## src/rtl/cc_reorder_merge_unit.sv

```systemverilog
// In-order merge of buffered cache-hit lines and pass-through memory-miss bursts onto the INCT R channel.
// A hit/miss flag FIFO preserves request order; hit lines are serialised beat by beat from a line FIFO.
module cc_reorder_merge_unit #(
  parameter int unsigned DATA_W       = 64,
  parameter int unsigned BEATS        = 8,
  parameter int unsigned FLAG_DEPTH   = 4,
  parameter int unsigned HIT_DEPTH    = 2,
  parameter int unsigned AFULL_MARGIN = 1
) (
  input  logic                    clk,
  input  logic                    rst_n,
  input  logic                    flag_wren_i,
  input  logic                    flag_wdata_i,
  output logic                    flag_afull_o,
  input  logic                    hit_wren_i,
  input  logic [DATA_W*BEATS-1:0] hit_wdata_i,
  output logic                    hit_afull_o,
  input  logic [DATA_W-1:0]       mem_rdata_i,
  input  logic                    mem_rlast_i,
  input  logic                    mem_rvalid_i,
  output logic                    mem_rready_o,
  output logic [DATA_W-1:0]       inct_rdata_o,
  output logic                    inct_rlast_o,
  output logic                    inct_rvalid_o,
  input  logic                    inct_rready_i,
  output logic [1:0]              err_o
);

  localparam int unsigned CNT_W = $clog2(BEATS);
  localparam int unsigned FP_W  = $clog2(FLAG_DEPTH);
  localparam int unsigned FC_W  = FP_W + 1;
  localparam int unsigned HP_W  = $clog2(HIT_DEPTH);
  localparam int unsigned HC_W  = HP_W + 1;

  localparam logic [CNT_W-1:0] LAST_BEAT = CNT_W'(BEATS - 1);
  localparam logic [FC_W-1:0]  F_FULL    = FC_W'(FLAG_DEPTH);
  localparam logic [FC_W-1:0]  F_AFULL   = FC_W'(FLAG_DEPTH - AFULL_MARGIN);
  localparam logic [HC_W-1:0]  H_FULL    = HC_W'(HIT_DEPTH);
  localparam logic [HC_W-1:0]  H_AFULL   = HC_W'(HIT_DEPTH - AFULL_MARGIN);

  typedef enum logic [1:0] {S_IDLE, S_HIT, S_MISS} state_t;

  state_t           state_q, state_d;
  logic [CNT_W-1:0] cnt_q, cnt_d;

  // Flag FIFO (first-word fall-through)
  logic             f_mem [FLAG_DEPTH];
  logic [FP_W-1:0]  f_wp_q, f_rp_q;
  logic [FC_W-1:0]  f_cnt_q, f_cnt_d;
  logic             f_push, f_pop, f_full, f_nempty, f_head;

  // Hit-line FIFO (first-word fall-through), each entry viewed as BEATS beats
  logic [BEATS-1:0][DATA_W-1:0] h_mem [HIT_DEPTH];
  logic [BEATS-1:0][DATA_W-1:0] h_head;
  logic [HP_W-1:0]  h_wp_q, h_rp_q;
  logic [HC_W-1:0]  h_cnt_q, h_cnt_d;
  logic             h_push, h_pop, h_full, h_nempty;

  logic             len_err, ovf;

  assign f_full   = (f_cnt_q == F_FULL);
  assign f_nempty = (f_cnt_q != '0);
  assign f_head   = f_mem[f_rp_q];
  // A push into a full FIFO is accepted only when the same cycle frees a slot
  assign f_push   = flag_wren_i && (!f_full || f_pop);
  assign f_cnt_d  = f_cnt_q + FC_W'(f_push) - FC_W'(f_pop);

  assign h_full   = (h_cnt_q == H_FULL);
  assign h_nempty = (h_cnt_q != '0);
  assign h_head   = h_mem[h_rp_q];
  assign h_push   = hit_wren_i && (!h_full || h_pop);
  assign h_cnt_d  = h_cnt_q + HC_W'(h_push) - HC_W'(h_pop);

  assign ovf = (flag_wren_i && f_full && !f_pop) || (hit_wren_i && h_full && !h_pop);

  // Next-state, datapath mux and handshake-driven bookkeeping
  always_comb begin
    state_d       = state_q;
    cnt_d         = cnt_q;
    f_pop         = 1'b0;
    h_pop         = 1'b0;
    len_err       = 1'b0;
    inct_rvalid_o = 1'b0;
    inct_rdata_o  = '0;
    inct_rlast_o  = 1'b0;
    mem_rready_o  = 1'b0;

    case (state_q)
      S_HIT: begin
        inct_rvalid_o = h_nempty;
        inct_rdata_o  = h_head[cnt_q];
        inct_rlast_o  = h_nempty && (cnt_q == LAST_BEAT);
      end
      S_MISS: begin
        inct_rvalid_o = mem_rvalid_i;
        inct_rdata_o  = mem_rdata_i;
        inct_rlast_o  = mem_rlast_i;
        mem_rready_o  = inct_rready_i;
      end
      default: ;
    endcase

    if (state_q == S_IDLE) begin
      if (f_nempty) begin
        f_pop   = 1'b1;
        cnt_d   = '0;
        state_d = f_head ? S_HIT : S_MISS;
      end
    end else if (inct_rvalid_o && inct_rready_i) begin
      cnt_d = cnt_q + CNT_W'(1);
      // Miss bursts must carry rlast exactly on the final beat of a line
      if ((state_q == S_MISS) && (inct_rlast_o != (cnt_q == LAST_BEAT)))
        len_err = 1'b1;
      if (inct_rlast_o) begin
        h_pop = (state_q == S_HIT);
        cnt_d = '0;
        if (f_nempty) begin
          f_pop   = 1'b1;
          state_d = f_head ? S_HIT : S_MISS;
        end else begin
          state_d = S_IDLE;
        end
      end
    end
  end

  // Control state, pointers and registered status outputs
  always_ff @(posedge clk) begin
    if (!rst_n) begin
      state_q      <= S_IDLE;
      cnt_q        <= '0;
      f_wp_q       <= '0;
      f_rp_q       <= '0;
      f_cnt_q      <= '0;
      h_wp_q       <= '0;
      h_rp_q       <= '0;
      h_cnt_q      <= '0;
      flag_afull_o <= 1'b0;
      hit_afull_o  <= 1'b0;
      err_o        <= '0;
    end else begin
      state_q <= state_d;
      cnt_q   <= cnt_d;
      if (f_push) f_wp_q <= f_wp_q + FP_W'(1);
      if (f_pop)  f_rp_q <= f_rp_q + FP_W'(1);
      f_cnt_q <= f_cnt_d;
      if (h_push) h_wp_q <= h_wp_q + HP_W'(1);
      if (h_pop)  h_rp_q <= h_rp_q + HP_W'(1);
      h_cnt_q <= h_cnt_d;
      flag_afull_o <= (f_cnt_d >= F_AFULL);
      hit_afull_o  <= (h_cnt_d >= H_AFULL);
      err_o        <= err_o | {len_err, ovf};
    end
  end

  // FIFO storage; validity is tracked by the pointers, so no reset is needed
  always_ff @(posedge clk) begin
    if (f_push) f_mem[f_wp_q] <= flag_wdata_i;
    if (h_push) h_mem[h_wp_q] <= hit_wdata_i;
  end

endmodule

```

## config.mk

```make
export PLATFORM = sky130hd
export DESIGN_NAME = cc_reorder_merge_unit
export DESIGN_NICKNAME = d
export VERILOG_FILES = /design/src/rtl/cc_reorder_merge_unit.sv
export SDC_FILE = /design/constraint.sdc
export NUM_CORES = 1
export LEC_CHECK = 0
export CAP_MARGIN = 20
export CORE_ASPECT_RATIO = 1.2
export CORE_MARGIN = 2
export CORE_UTILIZATION = 49
export CTS_CLUSTER_DIAMETER = 60
export DETAILED_ROUTE_END_ITERATION = 7
export GPL_ROUTABILITY_DRIVEN = 0
export PLACE_DENSITY = 0.8
export SKIP_CTS_REPAIR_TIMING = 1
export SYNTH_ARGS = -nofsm -noshare
export SYNTH_HDL_FRONTEND = slang
export SYNTH_SLANG_ARGS = --single-unit
```

## constraint.sdc

```tcl
create_clock -name clk -period 85.4 [get_ports clk]
set_input_delay 17.08 -clock clk [delete_from_list [all_inputs] [get_ports clk]]
set_output_delay 17.08 -clock clk [all_outputs]
set_load 0.005 [all_outputs]
```

# After elaboration in Yosys (flattened, before gate mapping)
# Memory sizes are Yosys's and may differ from the RTL's. A register that Yosys moved wholly into a read port is not among the register bits.
# Cells that the tools add are included.
# totals
regBits	20
ram_bits	1028
input_bits	584
output_inout_bits	71
word_cells	90
memories	2
# mem_list
memory	words	width	read_ports	rd_ports_with_merged_regs	write_ports	line_no	source
h_mem	2	512	1	1	1	53	logic [BEATS-1:0][DATA_W-1:0] h_mem [HIT_DEPTH];
f_mem	4	1	1	1	1	47	logic f_mem [FLAG_DEPTH];
# op_classes
add_sub_neg	9
order_cmp	3
eq_ne	7
muxes	34
bitwise_logic	1
reduce_logical	23
# ops
cell	n
$bmux W64 S3	1
$pmux W64 S2	1
$mux W64	1
$mux W1	17
$mux W2	8
$mux W3	4
$logic_and A1 B1 Y1	9
$eq A3 B3 Y1 const B	2
$reduce_bool A2 Y1	3
$add A2 B1 Y2 const B	2
$eq A2 B2 Y1 const B	2
$logic_not A1 Y1	4
$lt A3 B4 Y1 const B	1
$pmux W1 S2	2
$add A3 B1 Y3	1
$add A3 B1 Y3 const B	1
$ge A3 B2 Y1 const B	1
$logic_or A1 B1 Y1	3
$reduce_and A3 Y1	1
$reduce_bool A3 Y1	1
$sub A3 B1 Y3	1
$add A1 B1 Y1 const B	2
$add A2 B1 Y2	1
$eq A2 B1 Y1 const B	1
7 further kinds	7

# Longest topological paths before layout
# logic_depth
ltp_word	11
ltp_mapped	15
ltp_nobuf	15

# Worst setup path after synthesis
# OpenSTA, ideal clock, no wires.
# synth_timing
kind	input -> register
start	input port mem_rvalid_i
end	memory h_mem[0][0] (netlist name) (enable)
setup_time_ps	2119
arrival_time_ps	54362
required_ps	83281
setup_slack_ps	28919
stages	4
path_buffers	0
path_cell_list	nand3_2 a21o_1 o21ai_1 nor3b_1
# synth_via
elab_chain_len	8
# synth_lines
element	line_no	source
from (decl)	20	input logic mem_rvalid_i,
$pmux W1 S2	88	case (state_q)
$logic_and A1 B1 Y1	109	end else if (inct_rvalid_o && inct_rready_i) begin
$mux W1	109	
$mux W1	103	if (state_q == S_IDLE) begin
$logic_or A1 B1 Y1	71	assign h_push = hit_wren_i && (!h_full || h_pop);
$logic_and A1 B1 Y1	71	
$mux W1	159	if (h_push) h_mem[h_wp_q] <= hit_wdata_i;
$mux W1 (implied by the code)	159	
to (decl)	53	
# No other way between the ends.

# Worst setup path after layout
# layout_timing
start	input port mem_rlast_i
end	output port inct_rlast_o
# layout_via
elab_chain_len	1
# layout_lines
element	line_no	source
from (decl)	19	input logic mem_rlast_i,
$pmux W1 S2	88	
to (decl)	23	output logic inct_rlast_o,
# No other way between the ends.

==> results.md <==
* Final wirelength at 107 mm
* Number of buffers inserted during clock tree synthesis at 98
* Chip Width at 268 um
* Leakage power at 16.1 nW
* Die height at 321 um
* Starting Density at 49.3%
* Routed wirelength normalized by instance count at 27.4 um
* Crit path from: mem_rlast_i
* Transition time of the tightest slew-check pin at 1150 ps
* Routed via count at 22900
* Highest ir drop seen on vdd at 17.7 uV
* Pwr dens at 23.7 nW/um2
* Combined area of all synthesized cells at 41000 um2
* Final Hold Viols at 0
* HPWL after DPL at 70.0 mm
* FFs w/ async S/R, synth at 0%
* # setup viols final at 0
* Sinks on Clock Net at 1051
* Warnings from Yosys at 0
* Via density at 5.86
* Top-area cell type share of the netlist area at 75.4%
* Reg-to-reg startpoint: cnt_q[2]
* Leftover overflow at the end of global routing at 0
* Number of standard-cell rows in the floorplan at 116
* Fraction of layout instances using a drive strength above 1 at 11.7%
* Critical Path Most Common Cell: clkdlybuf4s50_1
* Worst-path clk slew at 70 ps
* Worst setup path category: primary input to primary output
* Initial antenna violation count at 49
* Worst Clk Skew at 35.0 ps
* Fmax at 28.1 MHz
* Buffers plus inverters on the worst setup path at 2
* Max-cap viol count at 0
* Summed negative setup slack over all endpoints at 0 ps
* Post-synthesis sequential area ratio at 76.5%
* Kind of launch point of the worst setup path: primary input
* Number of max-slew violations in the final report at 0
* GRT Resource Usage Total at 24.2%
* Commonest cells in the synthesized netlist: 1028 x edfxtp_1, 326 x mux2i_1, 129 x mux4_2
* Maximum count of clock buffers along a single path at 3
* Clock latency of the later-clocked register in the worst-skew pair at 670 ps
* WP data required at 68320 ps
* CP max stage delay at 560 ps
* Cells after synthesis at 2003
* Most frequent cell after synthesis: edfxtp_1
* Result of the run: completed
* Kind of end point of the critical path: primary output
* Leading post-synthesis cells by cell area: edfxtp_1 75%, mux2i_1 8.0%, mux4_2 7.1%
* Synth Flop Type: edfxtp_1
* Synthesized net count at 2600
* Unrepaired setup endpoints after global routing: no
* Count of routing violations after the opening detailed-route iteration at 2565
* CP cell instances: clkdlybuf4s50_1 > nand2_1 > a21boi_2 > clkdlybuf4s50_1
* Count of antenna-violating nets left after detailed routing at 0
* Crit path max-delay family: buffers and inverters
* Maximum number of pins on one net before global-route repair at 125
* Post-synth cell types at 58
* CORE AREA at 83200 um2
* Count of input and output buffers at 654
* Number of flip-flops and latches in the synthesized netlist at 1051
* Number of top-level design ports at 655
* Area growth from synthesis to layout at 26.6%
* DRT Pass-1 Iters at 5
* Buffer type at the clock tree root: clkbuf_16
* Worst Path Max Fanout at 4
* Via count of the first global-routing pass at 24100
* EDFF count, synth at 1028
* Final period utilization at 41.7%
* Origin of the worst min-delay path: err_o[0]
* Worst min-delay path class: flip-flop to flip-flop
* Slew Limit Headroom at 23.5%
* Count of filler cells inserted in the layout at 5660
* Number of nets in the layout at 3267
* Period minus WS final at 35620 ps
* Global-route wire length before repair at 151 mm
* Average footprint of a synthesized cell at 20.5 um2
* WP data arrival at 18540 ps
* CTS tree: done
* DRC violations left at 0
* Overall power of the completed layout at 1.23 mW
* Die Area at 85900 um2
* Max stage delay cell, worst path: clkdlybuf4s50_1
* H-Tree Depth at 3
* Cell taking the most area after synthesis: edfxtp_1
==> kinds of logic (layout without fill, tap and decap cells) <==
family / count (synthesis) / after routing / share of synthesized area [%]
DFF: 1051 / 1051 / 76.5
AOI/OAI and AO/OA: 289 / 289 / 5.15
adders and majority gates: 13 / 13 / 0.415
muxes: 455 / 455 / 15.1
buffers and inverters: 128 / 875 / 1.94
and+or+nand+nor: 63 / 63 / 0.861
xor gates and xnor gates: 4 / 4 / 0.0855
other: 0 / 36 / 0
==> final cells by class <==
cell class / count / area [um2] / share of cell area [%]
antenna: 36 / 90.1 / 0.174
clock buffer: 119 / 2570 / 4.96
clock inverter: 61 / 661 / 1.27
inverter: 11 / 41.3 / 0.0797
multi-input combinational: 824 / 8890 / 17.2
sequential: 1051 / 31300 / 60.5
tap: 1121 / 1400 / 2.71
timing repair buffer: 684 / 6840 / 13.2
==> registers in the layout, summed over array words and instances (netlist names), 2 cells and up, named ones only <==
register	flops
f_cnt_q	3
cnt_q	3
f_wp_q	2
h_cnt_q	2
state_q	2
f_rp_q	2
h_mem	1024
f_mem	4
err_o	2
==> cells in the final DEF, fill, tap and decap left out, types with 3 or more instances in the layout <==
cell,Yosys,final
clkinvlp_4,0,3
clkbuf_16,0,100
dfxtp_1,23,20
nor2_1,7,6
nand2b_1,4,4
clkinv_1,0,21
o211ai_1,3,3
dfxtp_4,0,3
o21ai_0,3,3
nand2_1,14,14
edfxtp_1,1028,1028
xnor2_1,3,3
a32oi_1,64,64
inv_1,10,10
diode_2,0,36
clkbuf_1,44,19
and2_1,10,8
buf_4,14,26
nand3_1,6,5
clkdlybuf4s50_1,0,654
clkinv_2,0,18
o21ai_1,65,65
bufinv_16,0,11
ha_1,12,12
a22oi_1,128,128
mux4_2,129,129
a21oi_1,7,7
mux2i_1,326,326
==> routing by layer <==
layer | part of all wire [%] | up-vias | GRT usage (%) | wire, um
met5 | 0.21 | - | 0 | 228
met1 | 34 | 11500 | 27.4 | 36100
met3 | 9.3 | 308 | 6.21 | 9900
met4 | 5.2 | 34 | 13.4 | 5520
met2 | 52 | 1314 | 41.7 | 55100
li1 | - | 9752 | - | -
==> per-stage QoR <==
step           worst slack, ps  util [%]  std cells  hold WS (ps)  area [um2]
2_1_floorplan            28920         -       2003           449       41000
3_3_place_gp             49810      58.3       3689           459       48500
3_5_place_dp             49800      58.3       3689           483       48500
4_1_cts                  49800      62.2       3869           496       51700
5_1_grt                  49770      62.3       3901           501       51800
6_report                 49780      62.3       3907           492       51800
==> final timing paths <==
check / end / slack [ps] / depth (start not counted)
setup reg to reg: h_mem[0][2] / 77380 / 12
hold / removal: err_o[0] / 490 / 1
hold reg to reg: err_o[0] / 490 / 1
setup / recovery: inct_rlast_o / 49780 / 4
==> report_power, final <==
part	switching [mW]	leakage, nW	internal [mW]
combinational	0.0905	4.68	0.0758
clock	0.188	1.57	0.249
sequential	0.0137	9.81	0.614
total	0.292	16.1	0.939
Note: power is estimated with default switching activity, not from simulation.
